### src/rtl/path_seq_pkg.sv
// Shared types and helpers for the path query batch sequencer.
// Holds the FSM state encoding, default geometry and node-id extraction.
package path_seq_pkg;

   localparam int DEF_NODE_W       = 5;
   localparam int DEF_N_PATH_WORDS = 9;
   localparam int LIST_MAX_W       = 1024;

   typedef enum logic [2:0] {
      IDLE    = 3'd0,
      LOAD    = 3'd1,
      RUN     = 3'd2,
      CAPTURE = 3'd3,
      NEXT    = 3'd4,
      FINISH  = 3'd5
   } state_t;

   function automatic logic [31:0] node_slice(input logic [LIST_MAX_W-1:0] list,
                                              input int unsigned           idx,
                                              input int unsigned           w);
      logic [LIST_MAX_W-1:0] shifted;
      shifted = list >> (idx * w);
      return shifted[31:0] & ((32'd1 << w) - 32'd1);
   endfunction

endpackage

### src/rtl/path_result_store.sv
// Per-query path word register file: one write port, one registered read port,
// synchronous clear; out-of-range reads return zero.
module path_result_store
   import path_seq_pkg::*;
#(
   parameter int N_QUERIES    = 4,
   parameter int N_PATH_WORDS = DEF_N_PATH_WORDS,
   parameter int QW           = 2,
   parameter int WW           = 4
) (
   input  logic          clk,
   input  logic          rst,
   input  logic          clr,
   input  logic          we,
   input  logic [QW-1:0] wr_q,
   input  logic [WW-1:0] wr_w,
   input  logic [31:0]   wr_data,
   input  logic [QW-1:0] rd_q,
   input  logic [WW-1:0] rd_w,
   output logic [31:0]   rd_data
);

   logic [31:0] mem_r [N_QUERIES][N_PATH_WORDS];
   logic [31:0] rd_data_r;

   // Storage array: cleared on reset or on a new batch, written one word at a time.
   always_ff @(posedge clk or posedge rst) begin
      if (rst) begin
         for (int q = 0; q < N_QUERIES; q++)
            for (int w = 0; w < N_PATH_WORDS; w++)
               mem_r[q][w] <= 32'd0;
      end else if (clr) begin
         for (int q = 0; q < N_QUERIES; q++)
            for (int w = 0; w < N_PATH_WORDS; w++)
               mem_r[q][w] <= 32'd0;
      end else if (we) begin
         mem_r[wr_q][wr_w] <= wr_data;
      end
   end

   // Registered read port.
   always_ff @(posedge clk or posedge rst) begin
      if (rst) begin
         rd_data_r <= 32'd0;
      end else if ((32'(rd_q) < 32'(N_QUERIES)) && (32'(rd_w) < 32'(N_PATH_WORDS))) begin
         rd_data_r <= mem_r[rd_q][rd_w];
      end else begin
         rd_data_r <= 32'd0;
      end
   end

   assign rd_data = rd_data_r;

endmodule

### src/rtl/path_query_sequencer.sv
// Batch controller for the path-planner CPU: runs up to N_QUERIES (SP, EP) pairs,
// each with a reset pulse, a bounded run and capture of the exported path words.
module path_query_sequencer
   import path_seq_pkg::*;
#(
   parameter int NODE_W       = DEF_NODE_W,
   parameter int N_PATH_WORDS = DEF_N_PATH_WORDS,
   parameter int N_QUERIES    = 4,
   parameter int RST_CYC      = 4,
   parameter int TIMEOUT_CYC  = 1000000
) (
   input  logic                              clk_50M,
   input  logic                              reset,
   input  logic                              start,
   input  logic [$clog2(N_QUERIES+1)-1:0]    num_q,
   input  logic [N_QUERIES*NODE_W-1:0]       sp_list,
   input  logic [N_QUERIES*NODE_W-1:0]       ep_list,
   output logic                              cpu_rst,
   output logic [NODE_W-1:0]                 cpu_SP,
   output logic [NODE_W-1:0]                 cpu_EP,
   input  logic                              cpu_path_found,
   input  logic [N_PATH_WORDS*32-1:0]        cpu_path,
   output logic                              busy,
   output logic                              done,
   output logic [N_QUERIES-1:0]              q_ok,
   output logic [N_QUERIES-1:0]              q_timeout,
   input  logic [$clog2(N_QUERIES)-1:0]      rd_q,
   input  logic [$clog2(N_PATH_WORDS)-1:0]   rd_w,
   output logic [31:0]                       rd_data
);

   localparam int QN_W   = $clog2(N_QUERIES + 1);
   localparam int QW     = $clog2(N_QUERIES);
   localparam int QI_W   = QW + 1;
   localparam int WW     = $clog2(N_PATH_WORDS);
   localparam int TO_W   = $clog2(TIMEOUT_CYC);
   localparam int RC_W   = $clog2(RST_CYC + 1);
   localparam int LIST_W = N_QUERIES * NODE_W;

   state_t                state_r, state_s;
   logic [QN_W-1:0]       num_q_r, num_q_clamp_s;
   logic [LIST_W-1:0]     sp_list_r, ep_list_r;
   logic [QI_W-1:0]       qi_r, qi_s, qi_inc_s;
   logic [QW-1:0]         qi_idx_s;
   logic [RC_W-1:0]       rc_r, rc_s;
   logic [TO_W-1:0]       to_r, to_s;
   logic [WW-1:0]         wi_r, wi_s;
   logic                  pf_meta_r, pf_sync_r, pf_prev_r, found_s;
   logic [N_QUERIES-1:0]  q_ok_r, q_ok_s, q_to_r, q_to_s;
   logic                  busy_r, busy_s, done_r, done_s, cpu_rst_r, cpu_rst_s;
   logic [NODE_W-1:0]     cpu_sp_r, cpu_sp_s, cpu_ep_r, cpu_ep_s;
   logic                  latch_s, st_clr_s, st_we_s;
   logic [31:0]           st_wdata_s;

   assign num_q_clamp_s = (num_q > QN_W'(N_QUERIES)) ? QN_W'(N_QUERIES) : num_q;
   assign qi_inc_s      = qi_r + QI_W'(1);
   assign qi_idx_s      = qi_r[QW-1:0];
   assign found_s       = pf_sync_r & pf_prev_r;
   assign st_wdata_s    = cpu_path[32*wi_r +: 32];

   // Next-state, counter and output-register logic.
   always_comb begin
      state_s  = state_r;
      qi_s     = qi_r;
      rc_s     = rc_r;
      to_s     = to_r;
      wi_s     = wi_r;
      q_ok_s   = q_ok_r;
      q_to_s   = q_to_r;
      cpu_sp_s = cpu_sp_r;
      cpu_ep_s = cpu_ep_r;
      latch_s  = 1'b0;
      st_clr_s = 1'b0;
      st_we_s  = 1'b0;
      done_s   = 1'b0;
      case (state_r)
         IDLE: begin
            if (start && (num_q != QN_W'(0))) begin
               latch_s  = 1'b1;
               st_clr_s = 1'b1;
               q_ok_s   = {N_QUERIES{1'b0}};
               q_to_s   = {N_QUERIES{1'b0}};
               qi_s     = {QI_W{1'b0}};
               rc_s     = {RC_W{1'b0}};
               cpu_sp_s = NODE_W'(node_slice(LIST_MAX_W'(sp_list), 32'd0, NODE_W));
               cpu_ep_s = NODE_W'(node_slice(LIST_MAX_W'(ep_list), 32'd0, NODE_W));
               state_s  = LOAD;
            end else if (start) begin
               done_s = 1'b1;
            end else begin
               state_s = IDLE;
            end
         end
         LOAD: begin
            if (rc_r == RC_W'(RST_CYC - 1)) begin
               to_s    = {TO_W{1'b0}};
               state_s = RUN;
            end else begin
               rc_s = rc_r + RC_W'(1);
            end
         end
         RUN: begin
            // A found and an expiring timeout in the same cycle resolve as found.
            if (found_s) begin
               wi_s    = {WW{1'b0}};
               state_s = CAPTURE;
            end else if (to_r == TO_W'(TIMEOUT_CYC - 1)) begin
               q_to_s[qi_idx_s] = 1'b1;
               state_s          = NEXT;
            end else begin
               to_s = (to_r == {TO_W{1'b1}}) ? to_r : to_r + TO_W'(1);
            end
         end
         CAPTURE: begin
            st_we_s = 1'b1;
            if (wi_r == WW'(N_PATH_WORDS - 1)) begin
               q_ok_s[qi_idx_s] = 1'b1;
               state_s          = NEXT;
            end else begin
               wi_s = wi_r + WW'(1);
            end
         end
         NEXT: begin
            qi_s = qi_inc_s;
            if (qi_inc_s == QI_W'(num_q_r)) begin
               done_s  = 1'b1;
               state_s = FINISH;
            end else begin
               rc_s     = {RC_W{1'b0}};
               cpu_sp_s = NODE_W'(node_slice(LIST_MAX_W'(sp_list_r), 32'(qi_inc_s), NODE_W));
               cpu_ep_s = NODE_W'(node_slice(LIST_MAX_W'(ep_list_r), 32'(qi_inc_s), NODE_W));
               state_s  = LOAD;
            end
         end
         FINISH: begin
            state_s = IDLE;
         end
         default: begin
            state_s = IDLE;
         end
      endcase
      busy_s    = (state_s != IDLE);
      cpu_rst_s = !((state_s == RUN) || (state_s == CAPTURE));
   end

   // FSM state, batch context and registered outputs.
   always_ff @(posedge clk_50M or posedge reset) begin
      if (reset) begin
         state_r   <= IDLE;
         num_q_r   <= {QN_W{1'b0}};
         sp_list_r <= {LIST_W{1'b0}};
         ep_list_r <= {LIST_W{1'b0}};
         qi_r      <= {QI_W{1'b0}};
         rc_r      <= {RC_W{1'b0}};
         to_r      <= {TO_W{1'b0}};
         wi_r      <= {WW{1'b0}};
         q_ok_r    <= {N_QUERIES{1'b0}};
         q_to_r    <= {N_QUERIES{1'b0}};
         busy_r    <= 1'b0;
         done_r    <= 1'b0;
         cpu_rst_r <= 1'b1;
         cpu_sp_r  <= {NODE_W{1'b0}};
         cpu_ep_r  <= {NODE_W{1'b0}};
      end else begin
         state_r   <= state_s;
         qi_r      <= qi_s;
         rc_r      <= rc_s;
         to_r      <= to_s;
         wi_r      <= wi_s;
         q_ok_r    <= q_ok_s;
         q_to_r    <= q_to_s;
         busy_r    <= busy_s;
         done_r    <= done_s;
         cpu_rst_r <= cpu_rst_s;
         cpu_sp_r  <= cpu_sp_s;
         cpu_ep_r  <= cpu_ep_s;
         if (latch_s) begin
            num_q_r   <= num_q_clamp_s;
            sp_list_r <= sp_list;
            ep_list_r <= ep_list;
         end
      end
   end

   // path_found synchroniser plus one history flop for the two-cycle filter.
   always_ff @(posedge clk_50M or posedge reset) begin
      if (reset) begin
         pf_meta_r <= 1'b0;
         pf_sync_r <= 1'b0;
         pf_prev_r <= 1'b0;
      end else begin
         pf_meta_r <= cpu_path_found;
         pf_sync_r <= pf_meta_r;
         pf_prev_r <= pf_sync_r;
      end
   end

   path_result_store #(
      .N_QUERIES    (N_QUERIES),
      .N_PATH_WORDS (N_PATH_WORDS),
      .QW           (QW),
      .WW           (WW)
   ) u_store (
      .clk     (clk_50M),
      .rst     (reset),
      .clr     (st_clr_s),
      .we      (st_we_s),
      .wr_q    (qi_idx_s),
      .wr_w    (wi_r),
      .wr_data (st_wdata_s),
      .rd_q    (rd_q),
      .rd_w    (rd_w),
      .rd_data (rd_data)
   );

   assign cpu_rst   = cpu_rst_r;
   assign cpu_SP    = cpu_sp_r;
   assign cpu_EP    = cpu_ep_r;
   assign busy      = busy_r;
   assign done      = done_r;
   assign q_ok      = q_ok_r;
   assign q_timeout = q_to_r;

endmodule

### config.mk
export PLATFORM = sky130hd
export DESIGN_NAME = path_query_sequencer
export DESIGN_NICKNAME = d
export VERILOG_FILES = /design/src/rtl/path_seq_pkg.sv /design/src/rtl/path_result_store.sv /design/src/rtl/path_query_sequencer.sv
export SDC_FILE = /design/constraint.sdc
export NUM_CORES = 2
export LEC_CHECK = 0
export CORE_MARGIN = 1
export CORE_UTILIZATION = 35
export DETAILED_ROUTE_END_ITERATION = 10
export DONT_BUFFER_PORTS = 1
export HOLD_SLACK_MARGIN = 0.15
export SYNTH_ARGS = -nofsm -noshare
export SYNTH_HDL_FRONTEND = slang
export SYNTH_SLANG_ARGS = --single-unit
### constraint.sdc
create_clock -name clk_50M -period 46.6 [get_ports clk_50M]
set_input_delay 9.32 -clock clk_50M [delete_from_list [all_inputs] [get_ports clk_50M]]
set_output_delay 9.32 -clock clk_50M [all_outputs]
set_load 0.02 [all_outputs]
== Word-level counts from Yosys, hierarchy flattened ==
Index checks and enable logic that the tools add are counted.
Word-level totals
  flip-flop bits (word level): 1284
  output and inout port bits: 53
  logic and storage cells: 182
  bits of input ports: 341
Cells by class
  multiplexer cells: 57
  bitwise operators: 7
  add/sub/neg operators: 4
  equal/unequal tests: 22
  reduce and logical (&&, ||, !) cells: 23
  $mul: 1
  shift operators: 3
  $lt $le $gt $ge: 10
Operator list (count)
  two-way mux 1152 bit: 2
  bitwise mux 1152 bit: 1
  two-way mux 288 bit: 3
  binary-select mux 288 bit (select 2 bit): 1
  demux 288 bit (select 2 bit): 1
  indexed part select 288 x 10 -> 32 bit: 1
  binary-select mux 32 bit (select 4 bit): 1
  demux 32 bit (select 4 bit): 1
  two-way mux 32 bit: 4
  two-way mux 20 bit: 4
  == test 20 bit, second input constant: 2
  case mux 20 bit (2 select lines): 1
  right shift 20 x 6 -> 5 bit: 2
  two-way mux 3 bit: 11
  two-way mux 4 bit: 6
  case mux 4 bit (2 select lines): 3
  != test 2 bit, second input constant: 11
  adder 20 x 1 -> 20 bit, second input constant: 1
  two-way mux 5 bit: 4
  case mux 5 bit (2 select lines): 2
  == test 3 x 2 -> 1 bit, second input constant: 5
  case mux 3 bit (5 select lines): 1
  nonzero test 2 bit: 6
  >= comparator 5 bit, second input constant: 2
  other kinds (32): 51

== Longest topological paths before layout ==
  depth in word-level cells: 10
  gate-level depth with buffers: 13
  gate-level depth less buffers: 7

== Hierarchy ==
From an unflattened synthesis, not the netlist that was laid out.
Second synthesis, totals
  cells, all modules: 6830
  area, all modules: 63048.0 um2
By module, submodules not included
  path_result_store: area an instance 56223.9 um2, instances 1, cells each 6159, seq. area each 29628.4 um2
  path_query_sequencer: area an instance 6824.0 um2, instances 1, cells each 671, seq. area each 2503.7 um2

== Least setup slack after synthesis ==
No wires, ideal clock.
  path kind: in2reg
  start point: input rd_q[0]
  end point: register u_store.rd_data_r[0], in the netlist u_store.rd_data[0]
  path buffers: 2
  required time: 46.458 ns
  cell stages on the path: 6
  library setup time: 0.142 ns
  arrival time: 11.181 ns
  path slack: 35.277 ns
  path through: buf_2 > buf_1 > mux4_2 > mux2_2 > a221oi_1 > o32ai_1
Between the ends
  cells in the longest elaborated chain, start to end: 8
RTL lines
  start: declaration: line path_query_sequencer.sv:27  | input logic [$clog2(N_QUERIES)-1:0] rd_q,
  inverter 2 -> 3 bit (implied by the code): line path_result_store.sv:46  | rd_data_r <= mem_r[rd_q][rd_w];
  binary-select mux 288 bit (select 2 bit): line path_result_store.sv:46
  two-way mux 288 bit (implied by the code) (2 in series): line path_result_store.sv:46
  binary-select mux 32 bit (select 4 bit): line path_result_store.sv:46
  two-way mux 32 bit (implied by the code) (2 in series): line path_result_store.sv:46
  two-way mux 32 bit: line path_result_store.sv:45  | end else if ((32'(rd_q) < 32'(N_QUERIES)) && (32'(rd_w) < 32'(N_PATH_WORDS))) begin
  end signal: assignment: line path_result_store.sv:46
  end: declaration: line path_result_store.sv:24  | logic [31:0] rd_data_r;
No other way between the ends. The select of a mux whose other input is x is not followed.
A chain may end at the register's enable or synchronous reset.

== Worst setup path after layout ==
  start point: input num_q[1]
  end point: register u_store.mem_r[857] (netlist name)
Between the ends
  cells in the longest elaborated chain, start to end: 5
  elaborated cells on any way between the ends: 6
  those cells by class: mux: 3; reduce/logical: 3
RTL lines
  start: declaration: line path_query_sequencer.sv:15  | input logic [$clog2(N_QUERIES+1)-1:0] num_q,
  nonzero test 3 bit *: line path_query_sequencer.sv:78  | if (start && (num_q != QN_W'(0))) begin
  logical AND 1 bit *: line path_query_sequencer.sv:78
  two-way mux 1 bit *: line path_query_sequencer.sv:78
  two-way mux 1 bit *: line path_query_sequencer.sv:76  | case (state_r)
  two-way mux 1152 bit / nonzero test 2 bit (equally long branches)
  end signal: indexed assignment: line path_result_store.sv:37  | mem_r[wr_q][wr_w] <= wr_data;
  end: declaration: line path_result_store.sv:23  | logic [31:0] mem_r [N_QUERIES][N_PATH_WORDS];
Mark *: on every way between the ends. The rest lies on a longest branch, timed or not.

==> metrics <==
fin crit share=0.271; crit path cell chain=or3_1, nand2b_4, buf_4, buf_12, buf_4, nand3_1, o21ai_0; unrepaired setup endpoints after global routing=false; max_slew headroom=-0.0782; CTS-repair resized insts=0; CTS Root Cell=clkbuf_16; number of cells on the critical path=7; num ports=394; initial antenna violation count=29; Area growth syn-to-layout=10.6%; # setup viols final=0; DR vias=44600; buffer count from post-CTS setup fixing=0; top cell type's share of synthesized area=0.539; startpoint types=input pin; starting density of the core=0.354; post-synthesis cell area=0.0595 mm2; critical path class=input pin to flip-flop; # DRC=0; worst slew pin tran=1.62 ns; CP Data Required Time=47.25 ns; Final Critical Period=12.61 ns; Clk Latency, worst-skew pair=0.78 ns; total grt overflow=0; CTS tree=yes; worst slack, placed=33.33 ns; CTS Hold Bufs=0; DRT iter0 DRCs=4746; drt pass-1 iters=6; Synth top cells by count=1283 x dfrtp_1, 1187 x nand3_1, 1160 x o21ai_0, 553 x clkbuf_1, 291 x mux2i_1; most frequent cell after synthesis=dfrtp_1; Die X=between 400 and 500 um; port buffer count=0; CP peak stage delay=1.00 ns; Sum Neg Setup Slack=0 ns; CP arrival=13.26 ns; CTS H-tree lvls=4; final setup margin=roughly 34 ns; endpoints failing hold=0; Synthesis Warnings=0; # Max-Cap Violations=0; placed insts=7275; post-synthesis cell count=5608; WL per Instance=24.7 um; register area share after synthesis=0.540; die footprint=approximately 0.17 mm2; EDFF count, synth=0; nets=about 5600; hold path depth=0; cell mode on critical path=buf_4; area leader, netlist=dfrtp_1; top_reg_cell synth=dfrtp_1; depth of the most critical reg-to-reg path=7; top cell family by delay on the critical path=buffers and inverters; syn avg cell area=10.6 um2; HP Class=flip-flop to flip-flop; largest net degree at the start of global routing=423; Non-Filler Instances=7537; outcome=finished, violations left; layout cells sized above 1=0.127; first-pass GRT wire length=approximately 280000 um; syn nets=5960; Max Fanout on Critical Path=around 210; Async SR Flop Fraction=1.00; leading post-synthesis cells by cell area=dfrtp_1 54%, nand3_1 10%, o21ai_0 9.8%; Netlist cell types=61; row count=150; core area=0.168 mm2; slowest cell on the critical path=buf_4; Achievable Freq=~80 MHz; PwrDens=between 50 and 60 mW/mm2; Total Routing Usage GR=0.213; failing checks=max-slew violations; Util after Layout=0.392; TritonCTS Buffers=137; worst hold slack=0.346 ns; VDD IR-drop max=0.0000457 V; vias in the first global route=approximately 43000; leak pwr=27.8 nW; Post-DRT Antenna Nets=0; Clock Path Buffers=3; clock skew=between 0.03 and 0.04 ns; clk sinks=1284; Die H=414 um; CP endpoint kind=flip-flop; Yosys reg bits=1284; WP buf/inv=3; max-slew violations=71; via/cell ratio=5.92; wirelength, routed=186000 um; final RePlAce weighted congestion=1.15; DP HPWL=slightly above 100000 um; clk slew on worst S/H paths=0.06 ns
-- flip-flops by register name, summed over array words and instances (netlist names), 4 cells and up --
register and count:
cpu_EP 5, cpu_SP 5, ep_list_r 20, q_ok 4, q_timeout 4, sp_list_r 20
to_r 20, u_store.mem_r 1152, u_store.rd_data 32, wi_r 4
-- cells by family (layout without fill, tap and decap cells) --
| group | after synthesis | after routing | synth area share |
|---|---|---|---|
| DFF | 1284 | 1284 | 0.540 |
| adders and majority gates | 11 | 11 | 0.00231 |
| muxes | 551 | 551 | 0.139 |
| and+or+nand+nor | 1514 | 1514 | 0.125 |
| other | 0 | 15 | 0 |
| AOI/OAI and AO/OA | 1546 | 1546 | 0.147 |
| xor gates and xnor gates | 11 | 11 | 0.00187 |
| buffers and inverters | 691 | 401 | 0.0450 |
-- power by group --
part           total, mW  internal [mW]  switching (mW)
Sequential          1.44           1.31           0.125
Combinational      0.953          0.299           0.654
Clock               1.15          0.687           0.459
Total               3.54           2.30            1.24
-- path summary, 6_finish.rpt --
kind / end / from / slack, ns
max: u_store.mem_r[857] / num_q[1] / 33.99
min: pf_sync_r / pf_meta_r / 0.35
max reg2reg: u_store.mem_r[857] / state_r[0] / 42.18
min reg2reg: pf_sync_r / pf_meta_r / 0.35
max in group asynchronous: u_store.mem_r[319] / reset / 34.90
min in group asynchronous: u_store.mem_r[1046] / reset / 8.53
-- metrics by stage --
| stage | instance area (um2) | total power, mW |
|---|---|---|
| 3_3_place_gp | 61100 | 2.38 |
| 4_1_cts | 65800 | 3.56 |
| 3_5_place_dp | 61100 | 2.41 |
| 2_1_floorplan | 59500 | 2.10 |
| 5_1_grt | 65800 | 3.71 |
| 6_report | 65800 | 3.54 |
-- routing by layer --
metal | track usage | vias to the layer above | wire length [um]
li1 | - | 19900 | -
met1 | 0.294 | 22800 | 81800
met2 | 0.332 | 1556 | 86200
met3 | 0.0513 | 301 | 13600
met4 | 0.0591 | 30 | 4360
met5 | 0.00278 | - | 260
-- worst reg2reg max path, cell delays in order, from the launching register on --
cell      delay (ns)
dfrtp_1         0.50
nand3b_1        0.25
nand2b_4        0.50
buf_4           0.81
buf_12          0.71
buf_4           1.21
nand3_1         0.19
o21ai_0         0.13
-- final cells by class --
cell class,instances,area [um2]
diodes,15,37.5
clock buffers,205,4140
flip-flops and latches,1284,32100
repair buffers,107,903
fillers,16100,102000
clock inverters,42,593
multi-input cells,3633,25100
inverters,47,184
well taps,2204,2760
-- placed cells by master (no fill, tap or decap), types with 19 or more instances in the layout --
| cell type | n |
|---|---|
| a211oi_1 | 26 |
| a21oi_1 | 67 |
| clkbuf_1 | 28 |
| a22oi_2 | 32 |
| nor2_1 | 45 |
| dfrtp_1 | 1280 |
| nand2_2 | 20 |
| nand2_1 | 168 |
| clkbuf_8 | 35 |
| o32ai_1 | 31 |
| nand3_1 | 1171 |
| mux2_2 | 44 |
| a221oi_1 | 88 |
| buf_4 | 99 |
| mux4_2 | 215 |
| o21ai_0 | 1160 |
| a2bb2oi_1 | 32 |
| nor2b_1 | 19 |
| inv_1 | 45 |
| o22ai_1 | 33 |
| clkinv_2 | 19 |
| o221ai_1 | 31 |
| clkbuf_16 | 142 |
| mux2i_1 | 291 |
Power figures use the tool's default switching activity.
